<file path="src/rtl/memory_stage_pkg.sv">
// Shared types and defaults for the memory (M) pipeline stage.
package memory_stage_pkg;

    localparam int DATA_W_DEF  = 19;
    localparam int REG_W_DEF   = 5;
    localparam int ADDR_W_DEF  = 15;
    localparam int TIMEOUT_DEF = 16;

    localparam logic [1:0] RES_ALU = 2'b00;
    localparam logic [1:0] RES_MEM = 2'b01;
    localparam logic [1:0] RES_PC4 = 2'b10;

    typedef enum logic [1:0] {
        IDLE    = 2'd0,
        REQ     = 2'd1,
        WAIT_RD = 2'd2
    } mem_state_t;

endpackage

</file>
<file path="src/rtl/mem_bus_fsm.sv">
// Request/grant bus sequencer for the M stage: state, timeout counter,
// request/stall generation and retire/error strobes.
module mem_bus_fsm
    import memory_stage_pkg::*;
#(
    parameter int TIMEOUT = TIMEOUT_DEF
) (
    input  logic       clk,
    input  logic       reset,
    input  logic       mem_op_i,
    input  logic       is_load_i,
    input  logic       gnt_i,
    input  logic       rvalid_i,
    output logic       req_o,
    output logic       stall_o,
    output logic       retire_o,
    output logic       rd_take_o,
    output logic       bus_err_o,
    output mem_state_t state_o
);

    localparam int CNT_W = (TIMEOUT > 2) ? $clog2(TIMEOUT) : 1;

    mem_state_t       state_q, state_d;
    logic [CNT_W-1:0] cnt_q, cnt_d;
    logic             timeout;
    logic             req, retire, rd_take, bus_err;

    assign timeout = (cnt_q == CNT_W'(TIMEOUT - 1));

    always_comb begin
        state_d = state_q;
        cnt_d   = cnt_q + CNT_W'(1);
        req     = 1'b0;
        retire  = 1'b0;
        rd_take = 1'b0;
        bus_err = 1'b0;
        unique case (state_q)
            IDLE, REQ: begin
                if (state_q == IDLE && !mem_op_i) begin
                    retire = 1'b1;
                end else begin
                    req = 1'b1;
                    if (gnt_i) begin
                        // Grant with no read outstanding (store, or load with data in the same cycle).
                        if (!is_load_i || rvalid_i) begin
                            retire  = 1'b1;
                            rd_take = is_load_i;
                            state_d = IDLE;
                        end else begin
                            state_d = WAIT_RD;
                            cnt_d   = '0;
                        end
                    end else if (state_q == IDLE) begin
                        state_d = REQ;
                        cnt_d   = '0;
                    end else if (timeout) begin
                        retire  = 1'b1;
                        bus_err = 1'b1;
                        state_d = IDLE;
                    end
                end
            end
            WAIT_RD: begin
                if (rvalid_i) begin
                    retire  = 1'b1;
                    rd_take = 1'b1;
                    state_d = IDLE;
                end else if (timeout) begin
                    retire  = 1'b1;
                    bus_err = 1'b1;
                    state_d = IDLE;
                end
            end
            default: begin
                state_d = IDLE;
                cnt_d   = '0;
            end
        endcase
    end

    always_ff @(posedge clk or negedge reset) begin
        if (!reset) begin
            state_q <= IDLE;
            cnt_q   <= '0;
        end else begin
            state_q <= state_d;
            cnt_q   <= cnt_d;
        end
    end

    // Bus-facing strobes are masked while reset is low so nothing leaks onto the bus.
    assign req_o     = reset & req;
    assign stall_o   = reset & ~retire;
    assign retire_o  = retire;
    assign rd_take_o = rd_take;
    assign bus_err_o = bus_err;
    assign state_o   = state_q;

endmodule

</file>
<file path="src/rtl/memory_stage.sv">
// Pipeline M stage: drives the data-memory bus and holds the M/W register.
module memory_stage
    import memory_stage_pkg::*;
#(
    parameter int DATA_W  = DATA_W_DEF,
    parameter int REG_W   = REG_W_DEF,
    parameter int ADDR_W  = ADDR_W_DEF,
    parameter int TIMEOUT = TIMEOUT_DEF
) (
    input  logic              clk,
    input  logic              reset,
    input  logic              RegWriteM,
    input  logic              MemWriteM,
    input  logic [1:0]        ResultSrcM,
    input  logic [REG_W-1:0]  RDM,
    input  logic [DATA_W-1:0] WriteDataM,
    input  logic [DATA_W-1:0] ALUResultM,
    output logic              MemReq,
    output logic              MemWe,
    output logic [ADDR_W-1:0] MemAddr,
    output logic [DATA_W-1:0] MemWData,
    input  logic              MemGnt,
    input  logic              MemRValid,
    input  logic [DATA_W-1:0] MemRData,
    output logic              StallM,
    output logic              RegWriteW,
    output logic [1:0]        ResultSrcW,
    output logic [REG_W-1:0]  RDW,
    output logic [DATA_W-1:0] ALUResultW,
    output logic [DATA_W-1:0] ReadDataW,
    output logic              BusErrW
);

    logic       is_load, is_store, mem_op;
    logic       retire, rd_take, bus_err;
    mem_state_t bus_state;

    // A store with ResultSrc=load still decodes as a store.
    assign is_store = MemWriteM;
    assign is_load  = (ResultSrcM == RES_MEM) && !MemWriteM;
    assign mem_op   = is_store | is_load;

    mem_bus_fsm #(
        .TIMEOUT(TIMEOUT)
    ) u_fsm (
        .clk      (clk),
        .reset    (reset),
        .mem_op_i (mem_op),
        .is_load_i(is_load),
        .gnt_i    (MemGnt),
        .rvalid_i (MemRValid),
        .req_o    (MemReq),
        .stall_o  (StallM),
        .retire_o (retire),
        .rd_take_o(rd_take),
        .bus_err_o(bus_err),
        .state_o  (bus_state)
    );

    assign MemWe    = MemReq && is_store && (bus_state != WAIT_RD);
    assign MemAddr  = ALUResultM[ADDR_W-1:0];
    assign MemWData = WriteDataM;

    // Stalled cycles push a bubble: only the write enable and error flag are cleared.
    always_ff @(posedge clk or negedge reset) begin
        if (!reset) begin
            RegWriteW  <= 1'b0;
            ResultSrcW <= '0;
            RDW        <= '0;
            ALUResultW <= '0;
            ReadDataW  <= '0;
            BusErrW    <= 1'b0;
        end else if (retire) begin
            RegWriteW  <= RegWriteM;
            ResultSrcW <= ResultSrcM;
            RDW        <= RDM;
            ALUResultW <= ALUResultM;
            ReadDataW  <= rd_take ? MemRData : '0;
            BusErrW    <= bus_err;
        end else begin
            RegWriteW  <= 1'b0;
            BusErrW    <= 1'b0;
        end
    end

endmodule

</file>
<file path="config.mk">
export PLATFORM = sky130hd
export DESIGN_NAME = memory_stage
export DESIGN_NICKNAME = d
export VERILOG_FILES = /design/src/rtl/memory_stage_pkg.sv /design/src/rtl/mem_bus_fsm.sv /design/src/rtl/memory_stage.sv
export SDC_FILE = /design/constraint.sdc
export NUM_CORES = 1
export LEC_CHECK = 0
export ABC_CLOCK_PERIOD_IN_PS = 4280
export CAP_MARGIN = 15
export CORE_MARGIN = 2
export CORE_UTILIZATION = 35
export CTS_BUF_LIST = sky130_fd_sc_hd__clkbuf_2
export CTS_CLUSTER_SIZE = 20
export DETAILED_ROUTE_END_ITERATION = 6
export PLACE_DENSITY_LB_ADDON = 0.1
export SKIP_LAST_GASP = 1
export SLEW_MARGIN = 20
export SYNTH_ARGS = -nofsm -noshare
export SYNTH_HDL_FRONTEND = slang
export SYNTH_SLANG_ARGS = --single-unit
</file>
<file path="constraint.sdc">
create_clock -name clk -period 4.28 [get_ports clk]
set_input_delay 1.07 -clock clk [delete_from_list [all_inputs] [get_ports clk]]
set_output_delay 1.07 -clock clk [all_outputs]
set_load 0.02 [all_outputs]
</file>
Word-level counts from Yosys, hierarchy flattened
Index checks and enable logic that the tools add are counted.
Widths: inputs -> output; s select.
Storage, ports and cells
  register bits: 53
  input port bits: 70
  output and inout port bits: 84
  word-level logic and storage cells: 62
Operators by class
  add/sub/neg operators: 1
  eq/ne operators: 6
  multiplexer cells: 33
  bitwise operators: 4
  reduce and logical (&&, ||, !) cells: 10
Operator list (number)
  $mux 19: 1
  $mux 1: 17
  $mux 4: 4
  $mux 2: 6
  $pmux 4 s2: 1
  $pmux 1 s2: 3
  $add 4x1->4 const B: 1
  $eq 2x1->1 const B: 2
  $eq 4x4->1 const B: 1
  $logic_and 1x1->1: 4
  $ne 2x2->1 const B: 2
  $pmux 2 s2: 1
  $logic_not 1->1: 3
  $and 1x1->1: 2
  $eq 2x2->1 const B: 1
  $logic_not 2->1: 1
  $reduce_or 2->1: 1
  $logic_or 1x1->1: 1
  $not 1->1: 1
  $or 1x1->1: 1

Longest topological paths before layout
  word-level depth: 10
  depth in mapped cells: 7
  depth with buffers taken out: 5

By module
A second synthesis with hierarchy kept.
Second synthesis, totals
  cells, all modules: 219
  area total of the unflattened synthesis: 2454.9 µm²
By module, submodules not included
  memory_stage: instances 1, cells each 181, area each 2090.8 µm², sequential area each 1176.1 µm²
  mem_bus_fsm: instances 1, cells each 38, area each 364.1 µm², sequential area each 150.1 µm²

Worst setup path before layout
Ideal clock, no wire load.
  kind: input to output
  start: input port ResultSrcM[1]
  end: output port StallM
  arrival: 2236 ps
  required time: 3210 ps
  setup slack: 974 ps
  cell stages on the path: 6
  path buffers: 2
  cells stage by stage: and2b_2 nor3_2 a221oi_2 buf_6 buf_4 and2_1
On the way
  longest elaborated chain between the ends: 10
  elaborated cells on any way between the ends: 13
  those cells by class: eq/ne (1); mux (4); bitwise (3); reduce/logical (5)
Ends and longest elaborated chain
  start, declared: line memory_stage.sv:14  | input logic [1:0] ResultSrcM,
  $eq 2x1->1 (*): line memory_stage.sv:40  | assign is_load = (ResultSrcM == RES_MEM) && !MemWriteM;
  $logic_and 1x1->1 (*): line memory_stage.sv:40
  $logic_not 1->1: line mem_bus_fsm.sv:46  | if (!is_load_i || rvalid_i) begin
  $logic_or 1x1->1: line mem_bus_fsm.sv:46
  $mux 1: line mem_bus_fsm.sv:46
  $mux 1: line mem_bus_fsm.sv:44  | if (gnt_i) begin
  $mux 1 (*): line mem_bus_fsm.sv:40  | if (state_q == IDLE && !mem_op_i) begin
  $pmux 1 s2 (*): line mem_bus_fsm.sv:38  | unique case (state_q)
  $not 1->1 (*): line mem_bus_fsm.sv:94  | assign stall_o = reset & ~retire;
  $and 1x1->1 (*): line mem_bus_fsm.sv:94
  end, declared: line memory_stage.sv:25  | output logic StallM,
Every way passes the cells marked *; elsewhere a longest branch is shown, timed or not.

Worst setup path in the final report
  start: input port MemGnt
  end: output port StallM
On the way
  longest elaborated chain between the ends: 5
Ends and longest elaborated chain
  start, declared: line memory_stage.sv:22  | input logic MemGnt,
  $mux 1: line mem_bus_fsm.sv:44
  $mux 1: line mem_bus_fsm.sv:40
  $pmux 1 s2: line mem_bus_fsm.sv:38
  $not 1->1: line mem_bus_fsm.sv:94
  $and 1x1->1: line mem_bus_fsm.sv:94
No other way between the ends.

==> flow_summary.html <==
<table>
<tr><th>Metric</th><th>Value</th></tr>
<tr><th colspan="2">Layout</th></tr>
<tr><td>Most common library cell in the layout ignoring fill and taps</td><td>sky130_fd_sc_hd__clkdlybuf4s50_1</td></tr>
<tr><td>Number of diodes</td><td>0</td></tr>
<tr><td>Highest-count cells in the layout ignoring fill and taps</td><td>sky130_fd_sc_hd__clkdlybuf4s50_1 (114), sky130_fd_sc_hd__dfrtp_1 (53), sky130_fd_sc_hd__a22o_1 (19)</td></tr>
<tr><td>Post-route standard cell area excluding fillers</td><td>between 3000 and 4000 sq um</td></tr>
<tr><td>Fin nets</td><td>~330</td></tr>
<tr><td>Synth-to-Final Area Change</td><td>43.5%</td></tr>
<tr><td>Ratio of cells with drive above 1 in the final layout</td><td>between 10% and 20%</td></tr>
<tr><th colspan="2">Pwr</th></tr>
<tr><td>Post-layout power</td><td>around 1200 uW</td></tr>
<tr><td>Pwr Density</td><td>roughly 340 nW/um^2</td></tr>
<tr><td>Worst voltage drop across the vdd grid</td><td>0.154 mV</td></tr>
<tr><td>Leakage</td><td>~0.0014 uW</td></tr>
<tr><th colspan="2">Logic synthesis</th></tr>
<tr><td>Post-synthesis instance area</td><td>roughly 2400 sq um</td></tr>
<tr><td>Post-synth net total</td><td>between 200 and 250</td></tr>
<tr><td>Synth warn</td><td>0</td></tr>
<tr><td>Gate Count Post-Synth</td><td>about 170</td></tr>
<tr><td>Count of flip-flops with a built-in enable after synthesis</td><td>0</td></tr>
<tr><td>Asr flop ratio synth</td><td>between 90% and 100%</td></tr>
<tr><td>Unique cell type count in the Yosys netlist</td><td>31</td></tr>
<tr><td>Per-instance average area after synthesis</td><td>around 14 sq um</td></tr>
<tr><td>Predominant post-synthesis flop cell</td><td>sky130_fd_sc_hd__dfrtp_1</td></tr>
<tr><td>Seq cells post-synth</td><td>53</td></tr>
<tr><td>Sequential share of the synthesized area</td><td>between 50% and 60%</td></tr>
<tr><th colspan="2">Route</th></tr>
<tr><td>Routed vias/inst</td><td>4.70</td></tr>
<tr><td>Top layer reached by signal wires</td><td>met4</td></tr>
<tr><td>Initial drt markers</td><td>26</td></tr>
<tr><td>Total length of routed met2 wires</td><td>roughly 2500 um</td></tr>
<tr><td>Routed wire per std cell</td><td>between 15 and 20 um</td></tr>
<tr><td>Total Wirelength</td><td>5300 um</td></tr>
<tr><td>Remaining number of nets flagged by the antenna check after routing</td><td>0</td></tr>
<tr><td>Routed via count</td><td>between 1.5k and 2k</td></tr>
<tr><td>First-pass iteration count of the detailed router</td><td>4</td></tr>
<tr><td>DRT met1 WL</td><td>around 2200 um</td></tr>
<tr><td>Remaining routing DRC violations</td><td>0</td></tr>
<tr><td>Met3 wire length</td><td>547 um</td></tr>
<tr><th colspan="2">Timing</th></tr>
<tr><td>Final hold viol count</td><td>0</td></tr>
<tr><td>Time the final worst path needs with I/O delays and setup</td><td>between 4000 and 5000 ps</td></tr>
<tr><td>Max Clock Freq</td><td>approximately 250 MHz</td></tr>
<tr><td>Transition time at the pin with the least slew margin</td><td>697 ps</td></tr>
<tr><td>Post-route clock period utilization</td><td>about 94%</td></tr>
<tr><td>Total count of max-transition violations in the final report</td><td>0</td></tr>
<tr><td>Number of failing setup endpoints in the final timing report</td><td>0</td></tr>
<tr><td>Worst slack on hold paths</td><td>around 440 ps</td></tr>
<tr><td>RSZ-0062 raised after global routing</td><td>no</td></tr>
<tr><td>Slew Limit Headroom</td><td>between 50% and 60%</td></tr>
<tr><td>Final Skew</td><td>11.0 ps</td></tr>
<tr><td>Final total negative setup slack</td><td>0 ps</td></tr>
<tr><th colspan="2">Worst setup path</th></tr>
<tr><td>Source of the worst register-to-register timing path</td><td>u_fsm.cnt_q[0]$_DFF_PN0_</td></tr>
<tr><td>Max FO, Critical Path</td><td>5</td></tr>
<tr><td>Slowest stage cell, crit path</td><td>sky130_fd_sc_hd__clkdlybuf4s50_1</td></tr>
<tr><td>Maximum cell stage delay along the critical path</td><td>~640 ps</td></tr>
<tr><td>CP dominant cell by count</td><td>sky130_fd_sc_hd__clkdlybuf4s50_1</td></tr>
<tr><td>Kind of critical path</td><td>input port to primary output</td></tr>
<tr><td>Category of the worst setup path launch point</td><td>input port</td></tr>
<tr><td>Crit. path cell count</td><td>6</td></tr>
<tr><td>Crit path DAT</td><td>roughly 3000 ps</td></tr>
<tr><td>Length in cells of the worst reg-to-reg path</td><td>6</td></tr>
<tr><td>Worst flop-to-flop path endpoint</td><td>RDW[1]$_DFFE_PN0P_</td></tr>
<tr><td>Critical path buffer and inverter count</td><td>2</td></tr>
<tr><td>Type of destination of the critical path</td><td>primary output</td></tr>
<tr><td>R2R Setup Slk</td><td>2000 ps</td></tr>
<tr><td>Data required time at the worst endpoint</td><td>around 3200 ps</td></tr>
<tr><td>Cell family with most CP delay</td><td>buffers and inverters</td></tr>
<tr><td>Crit-path cells</td><td>clkdlybuf4s50_1 -&gt; nor3b_2 -&gt; a211oi_2 -&gt; a221oi_4 -&gt; and2_1 -&gt; clkdlybuf4s50_1</td></tr>
<tr><th colspan="2">Status</th></tr>
<tr><td>Outcome</td><td>finished clean</td></tr>
<tr><th colspan="2">Job</th></tr>
<tr><td>Number of violations of the max-capacitance limit</td><td>0</td></tr>
<tr><th colspan="2">Global routing</th></tr>
<tr><td>Vias in the first global route</td><td>1629</td></tr>
<tr><td>Global-route usage over all layers</td><td>14.3%</td></tr>
<tr><td>Largest net degree at the start of global routing</td><td>47</td></tr>
<tr><td>Initial antenna violation count</td><td>0</td></tr>
<tr><td>Global-route wire length before repair</td><td>about 8400 um</td></tr>
<tr><td>Sum of overflow across all layers after global routing</td><td>0</td></tr>
<tr><th colspan="2">Floorplanning</th></tr>
<tr><td>Std cell rows</td><td>30</td></tr>
<tr><td>Initial cell density of the core</td><td>a little over a third</td></tr>
<tr><td>Placeable core region</td><td>between 6000 and 7000 sq um</td></tr>
<tr><td>Die X</td><td>between 80 and 90 um</td></tr>
<tr><td>DIE AREA</td><td>7460 sq um</td></tr>
<tr><td>I/O pin count</td><td>roughly 150</td></tr>
<tr><td>Die Y-Extent</td><td>approximately 86 um</td></tr>
<tr><th colspan="2">Place</th></tr>
<tr><td>Port bufs</td><td>115</td></tr>
<tr><td>Final GP Congestion</td><td>~0.85</td></tr>
<tr><td>Instance area after placement</td><td>3340 sq um</td></tr>
<tr><td>DP Wirelength</td><td>3880 um</td></tr>
<tr><th colspan="2">Clocking</th></tr>
<tr><td>Worst skew pair latency</td><td>about 410 ps</td></tr>
<tr><td>Largest buffer count on any clock path</td><td>2</td></tr>
<tr><td>Post-CTS Hold Fix Bufs</td><td>0</td></tr>
<tr><td>Number of CTS-inserted buffers</td><td>5</td></tr>
<tr><td>CTS tree</td><td>done</td></tr>
<tr><td>Total clock sinks</td><td>53</td></tr>
<tr><td>Clk pin slew, worst setup/hold paths</td><td>about 260 ps</td></tr>
<tr><td>CTS root buf</td><td>sky130_fd_sc_hd__clkbuf_2</td></tr>
<tr><td>Level count of the clock H-tree</td><td>2</td></tr>
<tr><td>Setup repair bufs after CTS</td><td>0</td></tr>
<tr><td>Resize count post-CTS</td><td>0</td></tr>
<tr><th colspan="2">Hold path</th></tr>
<tr><td>Class of the tightest hold or removal check</td><td>input port to asynchronous set/reset pin</td></tr>
</table>
[through the flow]
| stage | utilization [%] | setup slack (ps) | std cells |
|---|---|---|---|
| finish | 51.0 | 238 | 339 |
| global route | 51.0 | 107 | 339 |
| CTS | 51.0 | 225 | 339 |
| detailed placement | 50.0 | 234 | 331 |
| global placement | 50.0 | 252 | 331 |
| floorplan | - | 974 | 174 |
[where the power goes]
part	switching (uW)	internal, uW	total (uW)	leakage (uW)
clock network	155	96.5	251	0.0000366
registers	31.7	554	586	0.000670
logic	147	183	330	0.000739
total	334	834	1170	0.00145
[cells in the mapped netlist (all sizes together), types with 2 or more instances]
library cell	number	share of area [%]
a21oi	2	0.42
dfrtp	53	56
nor3b	4	1.5
buf	41	13
nand3	2	0.42
a22o	19	7.0
nor2	7	1.2
nor2b	2	0.53
mux2	26	14
nand2	2	0.32
inv	2	0.32
[layout make-up]
cell class / instances / area, sq um
flip-flops and latches: 53 / 1330
fillers: 622 / 3280
well taps: 80 / 100
multi-input cells: 78 / 737
repair buffers: 118 / 1170
clock buffers: 5 / 25.0
inverters: 2 / 7.51
clock inverters: 3 / 41.3
[routing by layer]
layer	vias up	GRT usage [%]
met2	69	22.3
met3	8	6.48
met1	774	17.9
li1	742	-
met5	-	0
met4	0	4.12
[flip-flops by register name, indices dropped and copies added, names as in the netlist]
register,flops
ALUResultW,19
RegWriteW,1
ResultSrcW,2
u_fsm.cnt_q,4
BusErrW,1
ReadDataW,19
u_fsm.state_o,2
RDW,5
[how the worst max path moves through the flow]
stage,from,endpoint,slack [ps]
3_3_place_gp,ResultSrcM[1],StallM,250
3_5_place_dp,ResultSrcM[1],StallM,230
4_1_cts,ResultSrcM[1],StallM,230
2_1_floorplan,ResultSrcM[1],StallM,970
5_1_grt,MemGnt,StallM,110
6_report,MemGnt,StallM,240
[worst reg2reg max path, stage by stage (launching register included)]
cell and delay (ps):
sky130_fd_sc_hd__dfrtp_1 460, sky130_fd_sc_hd__ha_1 240, sky130_fd_sc_hd__a41oi_1 230, sky130_fd_sc_hd__a211oi_2 100, sky130_fd_sc_hd__a221oi_4 200, sky130_fd_sc_hd__buf_4 540
sky130_fd_sc_hd__mux2_2 430
[cell families after synthesis]
| logic type | count (synthesis) | share of synthesized area (%) |
|---|---|---|
| AND/OR/NAND/NOR | 22 | 5.80 |
| buffers and inverters | 43 | 13.5 |
| flip-flops | 53 | 55.9 |
| adder cells (fa/ha/maj) | 1 | 0.527 |
| multiplexers | 26 | 13.8 |
| XOR/XNOR | 2 | 0.738 |
| AO/OA/AOI/OAI | 27 | 9.75 |
No activity file was read; power rests on OpenSTA's default activity.
